[config.mk]
export PLATFORM = sky130hd
export DESIGN_NAME = muldiv_unit
export DESIGN_NICKNAME = d
export VERILOG_FILES = /design/src/rtl/muldiv_unit.sv
export SDC_FILE = /design/constraint.sdc
export NUM_CORES = 1
export LEC_CHECK = 0
export ABC_AREA = 1
export CAP_MARGIN = 20
export CELL_PAD_IN_SITES_DETAIL_PLACEMENT = 1
export CELL_PAD_IN_SITES_GLOBAL_PLACEMENT = 2
export CORE_ASPECT_RATIO = 0.75
export CORE_UTILIZATION = 30
export CTS_BUF_LIST = sky130_fd_sc_hd__clkbuf_2 sky130_fd_sc_hd__clkbuf_4 sky130_fd_sc_hd__clkbuf_8
export CTS_CLUSTER_DIAMETER = 40
export DETAILED_ROUTE_END_ITERATION = 7
export PLACE_DENSITY_LB_ADDON = 0.1
export SLEW_MARGIN = 0
export SYNTH_ARGS = -nofsm -noshare
export SYNTH_HDL_FRONTEND = slang
export SYNTH_SLANG_ARGS = --single-unit
[constraint.sdc]
create_clock -name clk -period 4.14 [get_ports clk]
set_clock_uncertainty 0.05 [all_clocks]
set_input_delay 1.035 -clock clk [delete_from_list [all_inputs] [get_ports clk]]
set_output_delay 1.035 -clock clk [all_outputs]
set_load 0.01 [all_outputs]
[src/rtl/muldiv_unit.sv]
// Multi-cycle RV32M/RV64M multiply/divide unit: radix-2 shift-add multiply and
// restoring divide on operand magnitudes, sign-corrected on the final step.
module muldiv_unit #(
    parameter int XLEN     = 32,
    parameter bit MUL_FAST = 1'b0
) (
    input  logic            clk,
    input  logic            rstn,
    input  logic            in_valid,
    output logic            in_ready,
    input  logic [2:0]      op,
    input  logic [XLEN-1:0] a,
    input  logic [XLEN-1:0] b,
    input  logic            flush,
    output logic            out_valid,
    input  logic            out_ready,
    output logic [XLEN-1:0] result,
    output logic            busy
);
    localparam int CW = $clog2(XLEN);
    localparam logic [XLEN-1:0] MIN_V = {1'b1, {(XLEN-1){1'b0}}};

    typedef enum logic [1:0] {S_IDLE, S_CALC, S_DONE} state_t;

    state_t          r_state, w_state_nx;
    logic [2:0]      r_op;
    logic [XLEN-1:0] r_hi, r_lo, r_opb, r_result;
    logic            r_neg, r_rneg;
    logic [CW-1:0]   r_cnt;

    // Accept-time decode
    logic            w_accept, w_a_signed, w_b_signed, w_sa, w_sb;
    logic            w_bzero, w_ovf, w_special, w_fast, w_last;
    logic [XLEN-1:0] w_ma, w_mb, w_spec_res, w_fres;
    logic [2*XLEN-1:0] w_fprod, w_fsig;

    assign w_accept   = in_valid & (r_state == S_IDLE) & ~flush;
    assign w_a_signed = (op == 3'b001) | (op == 3'b010) | (op == 3'b100) | (op == 3'b110);
    assign w_b_signed = (op == 3'b001) | (op == 3'b100) | (op == 3'b110);
    assign w_sa       = w_a_signed & a[XLEN-1];
    assign w_sb       = w_b_signed & b[XLEN-1];
    assign w_ma       = w_sa ? -a : a;
    assign w_mb       = w_sb ? -b : b;

    assign w_bzero    = (b == '0);
    assign w_ovf      = ((op == 3'b100) | (op == 3'b110)) & (a == MIN_V) & (b == '1);
    assign w_special  = op[2] & (w_bzero | w_ovf);
    // op[1] selects remainder for the divide group
    assign w_spec_res = w_bzero ? (op[1] ? a : '1) : (op[1] ? '0 : a);
    assign w_fast     = MUL_FAST & ~op[2];

    assign w_fprod = {{XLEN{1'b0}}, w_ma} * {{XLEN{1'b0}}, w_mb};
    assign w_fsig  = (w_sa ^ w_sb) ? -w_fprod : w_fprod;
    assign w_fres  = (op[1:0] == 2'b00) ? w_fsig[XLEN-1:0] : w_fsig[2*XLEN-1:XLEN];

    // One iteration step; r_hi:r_lo is product (mul) or remainder:dividend/quotient (div)
    logic [XLEN:0]   w_sum, w_shift, w_diff;
    logic            w_ge;
    logic [XLEN-1:0] w_hi_nx, w_lo_nx, w_quo, w_rem, w_calc_res;
    logic [2*XLEN-1:0] w_prod, w_psig;

    assign w_sum   = {1'b0, r_hi} + (r_lo[0] ? {1'b0, r_opb} : '0);
    assign w_shift = {r_hi, r_lo[XLEN-1]};
    assign w_ge    = (w_shift >= {1'b0, r_opb});
    assign w_diff  = w_shift - {1'b0, r_opb};

    assign w_hi_nx = r_op[2] ? (w_ge ? w_diff[XLEN-1:0] : w_shift[XLEN-1:0]) : w_sum[XLEN:1];
    assign w_lo_nx = r_op[2] ? {r_lo[XLEN-2:0], w_ge} : {w_sum[0], r_lo[XLEN-1:1]};

    assign w_prod  = {w_hi_nx, w_lo_nx};
    assign w_psig  = r_neg ? -w_prod : w_prod;
    assign w_quo   = r_neg ? -w_lo_nx : w_lo_nx;
    assign w_rem   = r_rneg ? -w_hi_nx : w_hi_nx;

    always_comb begin
        w_calc_res = '0;
        if (r_op[2])
            w_calc_res = r_op[1] ? w_rem : w_quo;
        else if (r_op[1:0] == 2'b00)
            w_calc_res = w_psig[XLEN-1:0];
        else
            w_calc_res = w_psig[2*XLEN-1:XLEN];
    end

    assign w_last = (r_cnt == CW'(XLEN-1));

    always_comb begin
        w_state_nx = r_state;
        case (r_state)
            S_IDLE: if (w_accept) w_state_nx = (w_special | w_fast) ? S_DONE : S_CALC;
            S_CALC: if (w_last) w_state_nx = S_DONE;
            S_DONE: if (out_ready) w_state_nx = S_IDLE;
            default: w_state_nx = S_IDLE;
        endcase
        if (flush) w_state_nx = S_IDLE;
    end

    always_ff @(posedge clk or negedge rstn) begin
        if (!rstn) begin
            r_state  <= S_IDLE;
            r_op     <= '0;
            r_hi     <= '0;
            r_lo     <= '0;
            r_opb    <= '0;
            r_neg    <= 1'b0;
            r_rneg   <= 1'b0;
            r_cnt    <= '0;
            r_result <= '0;
        end else begin
            r_state <= w_state_nx;
            if (w_accept) begin
                r_op   <= op;
                r_hi   <= '0;
                r_lo   <= w_ma;
                r_opb  <= w_mb;
                r_neg  <= w_sa ^ w_sb;
                r_rneg <= w_sa;
                r_cnt  <= '0;
                if (w_special)
                    r_result <= w_spec_res;
                else if (w_fast)
                    r_result <= w_fres;
            end else if (r_state == S_CALC && !flush) begin
                r_hi  <= w_hi_nx;
                r_lo  <= w_lo_nx;
                r_cnt <= r_cnt + CW'(1);
                if (w_last) r_result <= w_calc_res;
            end
        end
    end

    assign in_ready  = (r_state == S_IDLE);
    assign busy      = (r_state != S_IDLE);
    assign out_valid = (r_state == S_DONE);
    assign result    = r_result;

endmodule

After elaboration in Yosys (flattened, before gate mapping)
Index checks and enable logic that the tools add are counted.

$mul: 0. Div/mod/pow operators: 0. $add $sub $neg: 8. Eq/ne operators: 13. Shifts and indexed selects: 0. Magnitude comparators: 1. Bitwise logic cells: 16. Reductions and logical operators: 10. Mux-type cells: 31.

Operators with widths (number): $mux W32 (22); $neg A32 Y32 (4); $eq A32 B32 Y1 const B (2); $mux W64 (1); $neg A64 Y64 (1); $add A32 B32 Y33 (1); $ge A33 B32 Y1 (1); $logic_not A32 Y1 (1); $sub A32 B32 Y32 (1); $mux W2 (5); $mux W5 (2); $and A1 B1 Y1 (7); $or A1 B1 Y1 (7); $eq A3 B3 Y1 const B (2); $pmux W2 S3 (1); $reduce_and A3 Y1 (2); $reduce_bool A2 Y1 (3); $add A5 B1 Y5 const B (1); $eq A5 B5 Y1 const B (1); $logic_not A2 Y1 (2); $eq A3 B1 Y1 const B (1); $eq A3 B2 Y1 const B (1); $ne A3 B1 Y1 const B (1); $ne A3 B2 Y1 const B (1); other kinds (8) (8).

Bits in registers: 140. Memories kept: 0. Output and inout port bits: 35. Bits in writable memories: 0. Bits in latches: 0. Bits of input ports: 72. Bits in read-only memories: 0.

Logic depth before layout (Yosys ltp)
Gate-level depths: netlist (run 1).

Word-level depth: 10. Mapped depth: 36. Mapped depth without buffers: 35.

Worst setup path before layout (run 1)
Ideal clock, no wire load.

Path type: register to register. Start point: register r_hi[23]. End point: register r_result[18] (netlist: result[18]). Cell stages (with the launch flop): 34. Required time: 3.973 ns. Path slack: 0.276 ns. Period minus slack after synthesis: 3.864 ns. Arrival: 3.697 ns. Cells stage by stage: dfrtp_1 -> ha_1 -> nand2_2 -> inv_2 -> nand2_1 -> nand2_2 -> a21oi_4 -> nor2_2 -> nor2_4 -> buf_6 -> nand3_4 -> nand2_4 -> ha_1 -> nand3_1 -> nor2_1 -> nand2_1 -> nor2_4 -> nand3_2 -> nor2_4 -> nand3_2 -> nor2_4 -> nand3_2 -> nor2_4 -> nand3_2 -> nand2_2 -> nand2_2 -> inv_2 -> nand2_1 -> nand2_1 -> nand3_1 -> nand2_1 -> nand3_1 -> o21ai_1 -> inv_1.

Longest elaborated chain between the ends: 10. Elaborated cells on any way between the ends: 16. Those cells by class: 3 x add/sub; 1 x order compare; 12 x mux.

RTL lines: start, declared (line 27) `logic [XLEN-1:0] r_hi, r_lo, r_opb, r_result;`; start signal, assigned (line 124) `r_hi <= w_hi_nx;`; $ge A33 B32 Y1 (*) (line 64) `assign w_ge = (w_shift >= {1'b0, r_opb});`; $mux W32 (2 in series) (line 67) `assign w_hi_nx = r_op[2] ? (w_ge ? w_diff[XLEN-1:0] : w_shift[XLEN-1:0]) : w_sum[XLEN:1];`; $neg A64 Y64 / $neg A32 Y32 (equally long branches) (line 71, 73); $mux W64 / $mux W32 (equally long branches) (line 71, 73); $mux W32, on equally long branches (line 79, 78); $mux W32 (*) (line 77) `if (r_op[2])`; $mux W32 (*) (line 127) `if (w_last) r_result <= w_calc_res;`; $mux W32 (*) (line 123) `end else if (r_state == S_CALC && !flush) begin`; $mux W32 (*) (line 111) `if (w_accept) begin`; end signal, assigned (line 120) `r_result <= w_spec_res;`; end signal, assigned (line 122) `r_result <= w_fres;`; end signal, assigned (line 127); end, declared (line 27).

Mark *: on every way between the ends. The rest lies on a longest branch, timed or not. The select of a mux whose other input is x is not followed. A chain may end at the register's enable or synchronous reset.

Worst setup path in the final report (run 1)
Start point: register r_hi[30]. End point: register r_result[30] (netlist: result[30]).

Longest elaborated chain between the ends: 10. Elaborated cells on any way between the ends: 17. Those cells by class: 4 x add/sub; 1 x order compare; 12 x mux.

RTL lines (line): $ge A33 B32 Y1 (64); $mux W32 (2 in series) (67); $neg A64 Y64 / $neg A32 Y32 (equally long branches) (71, 73); $mux W64 / $mux W32 (equally long branches) (71, 73); $mux W32, on equally long branches (79, 78); $mux W32 (*) (77); $mux W32 (*) (127); $mux W32 (*) (123); $mux W32 (*) (111).

Marks and branches as above.

==> results of run 1 <==
[metrics by stage]
step	area, um^2	total power, mW	setup TNS (ns)
4_1_cts	23100	18.2	-0.0107
6_report	24100	19.5	0
2_1_floorplan	17900	9.89	0
5_1_grt	24100	20.8	-1.94
3_5_place_dp	22600	16.9	-3.31
3_3_place_gp	22600	16.7	-2.42
[worst max-delay path: cells and delay by family, from the launching register on]
kind,cells,cell delay [ns]
AND/OR/NAND/NOR,28,2.74
adder cells (fa/ha/maj),2,0.53
flip-flops,1,0.50
buffers and inverters,1,0.07
AO/OA/AOI/OAI,1,0.05
[sequential cells by signal (all words and copies together), names as in the netlist]
register	count
r_state	2
r_opb	32
r_lo	32
r_cnt	5
r_op	3
r_neg	1
result	32
r_hi	32
r_rneg	1
[worst max path at each step]
stage                  to  slack, ns  cells past startpoint
3_5_place_dp     r_lo[29]      -0.38                     18
2_1_floorplan  result[18]       0.28                     33
5_1_grt        result[24]      -0.15                     31
4_1_cts        result[31]      -0.01                     26
6_report       result[30]       0.05                     32
3_3_place_gp     r_lo[29]      -0.37                     18
[Yosys cell counts, types with 34 or more instances]
library cell / number / area share
nor3_1: 38 / 0.011
nand3_1: 208 / 0.058
dfrtp_1: 140 / 0.20
o21ai_0: 239 / 0.067
clkbuf_1: 69 / 0.014
nor2_1: 284 / 0.059
a21oi_1: 181 / 0.050
o21ai_1: 34 / 0.0095
nor2_2: 34 / 0.012
inv_1: 420 / 0.088
xor2_1: 87 / 0.042
nand2_1: 823 / 0.17
ha_1: 71 / 0.050
nand2_2: 38 / 0.013
nand4_1: 43 / 0.015
[cell families after synthesis]
group / share of synthesized area
adders and majority gates: 0.0523
xor gates and xnor gates: 0.0547
DFF: 0.195
and+or+nand+nor: 0.400
AOI/OAI and AO/OA: 0.172
buffers and inverters: 0.126
[power by group]
| group | leakage (nW) | internal (mW) | total (mW) | switching [mW] |
|---|---|---|---|---|
| Sequential | 1.79 | 1.74 | 2.20 | 0.461 |
| Clock | 0.178 | 0.440 | 1.14 | 0.698 |
| Combinational | 10.0 | 5.93 | 16.2 | 10.3 |
| Total | 12.0 | 8.10 | 19.5 | 11.4 |
[what timing repair did]
item	4_1_cts	5_1_grt
setup endpoints to repair	25	33
pin swaps	2	48
hold endpoints to repair	0	0
setup buffers	0	10
resized for setup	19	246
[final cells by class]
cell class	instances	area (um^2)	share of cell area
clock inverter	13	111	0.00462
clock buffer	19	249	0.0103
timing repair buffer	531	4320	0.179
antenna	2	5.00	0.000208
inverter	449	1690	0.0702
tap	790	988	0.0410
multi-input combinational	2329	13200	0.548
sequential	140	3520	0.146
[metal layers]
metal | part of all wire | track usage | vias to the layer above | wire length [um]
li1 | - | - | 10600 | -
met1 | 0.51 | 0.512 | 11100 | 51200
met2 | 0.38 | 0.438 | 717 | 37900
met3 | 0.10 | 0.0881 | 79 | 10200
met4 | 0.013 | 0.0558 | 2 | 1310
met5 | 0.00020 | 0 | - | 20
==> results.ini, run 1 <==
[sta]
drv_slew = 0
min_period_over_period = 0.987
hold_violations = 0
setup_viol = 0
relSlewSlack = 0.362
hold_ws_ns = 0.402
worst_pin_slew_ns = 0.957
layout_setup_ws_ns = 0.0528
max_freq_ghz = 0.245
rsz0062_at_grt = true
layout_min_cycle_time_ns = 4.09

[route]
vias_per_cell = 5.27
drc = 0
wl_per_cell_um = 23.5
num_vias = 22500
ant_nets = 0
wl_mm = 101
dr.pass1.iters = 5
drt_iter0_drc = 1935

[yosys]
synth_cells = 3028
syn_area_per_cell_um2 = 5.93
synth_ff_type = dfrtp_1
synth_cell_types = 62
synth_fp_nets = 3173
synth-edff-count = 0
ys_seq_elements = 140
ys_warn_count = 0
async_reset_ff_frac = 1.00
syn_area_mm2 = 0.0179
seq_area_frac_synth = 0.195

[run]
maxCapViolations = 0

[global_routing]
grt-ovfl-total = 0
antenna_found_initial = 7
grt_pass1_wl_mm = 145
grt_max_degree = 79
grt_pass1_vias = 22300
grt_usage = 0.327

[clocking]
cts.sinks = 140
htreeDepth = 4
cts_tree = built
clockRootBuffer = clkbuf_8
clk_pin_slew_ns = 0.09
cts_buffers = 17
clkLatencyLatePin_ns = 0.59
cts_hold_buffers = 0
clockBufferDepth = 2

[final_layout]
most-common-layout-cells = nand2_1 (764), buf_4 (418), inv_1 (398)
layout.nets = 3613
utilization = 0.408
stdcell_count = 4273
fillCellCount = 7810
syn2layout_area_growth_pct = 34.4
final_common_cell = nand2_1
drive_above_1_share = 0.251

[placement]
numPortBuffers = 106
hpwl_mm = 84.2
gp_congestion = 0.981
pre_cts_ws_ns = -0.379
dp.cells = 4229

[setup_path]
r2r-start = r_hi[30]
cp_slowest_cell = dfrtp_1
ff2ff_path_depth = 32
start_kind = flop
crit_path_end_kind = flop
slowest_delay_ns = 0.50
timing.rr.end = result[30]
cp.arrival_ns = 4.52
critPathKind = reg -> reg
crit_path_max_fanout = 5
crit_required_ns = 4.57
reg2reg_setup_slack_ns = 0.05
critPathLaunch = r_hi[30]

[power]
peakVddDrop_uv = 293
power.density_mw_per_mm2 = 810
p_leak_nw = 12.0

[floorplanning]
ios = 107
die_area_mm2 = 0.0608
fp.coreArea_mm2 = 0.0591
die_h_um = 214
die_w_um = 284
num_rows = 77
start_util = 0.304

[status]
status = finished, final reports clean

[hold_path]
hold_path.class = in -> async

Power figures use the tool's default switching activity.
==> run 2: changes to the inputs <==
--- a/config.mk
+++ b/config.mk
@@ -10,6 +10,7 @@
 export CELL_PAD_IN_SITES_DETAIL_PLACEMENT = 1
 export CELL_PAD_IN_SITES_GLOBAL_PLACEMENT = 2
 export CORE_ASPECT_RATIO = 0.75
+export CORE_MARGIN = 1
 export CORE_UTILIZATION = 30
 export CTS_BUF_LIST = sky130_fd_sc_hd__clkbuf_2 sky130_fd_sc_hd__clkbuf_4 sky130_fd_sc_hd__clkbuf_8
 export CTS_CLUSTER_DIAMETER = 40
==> results of run 2 <==
Final layout, timing and power as in run 1 (identical DEF).
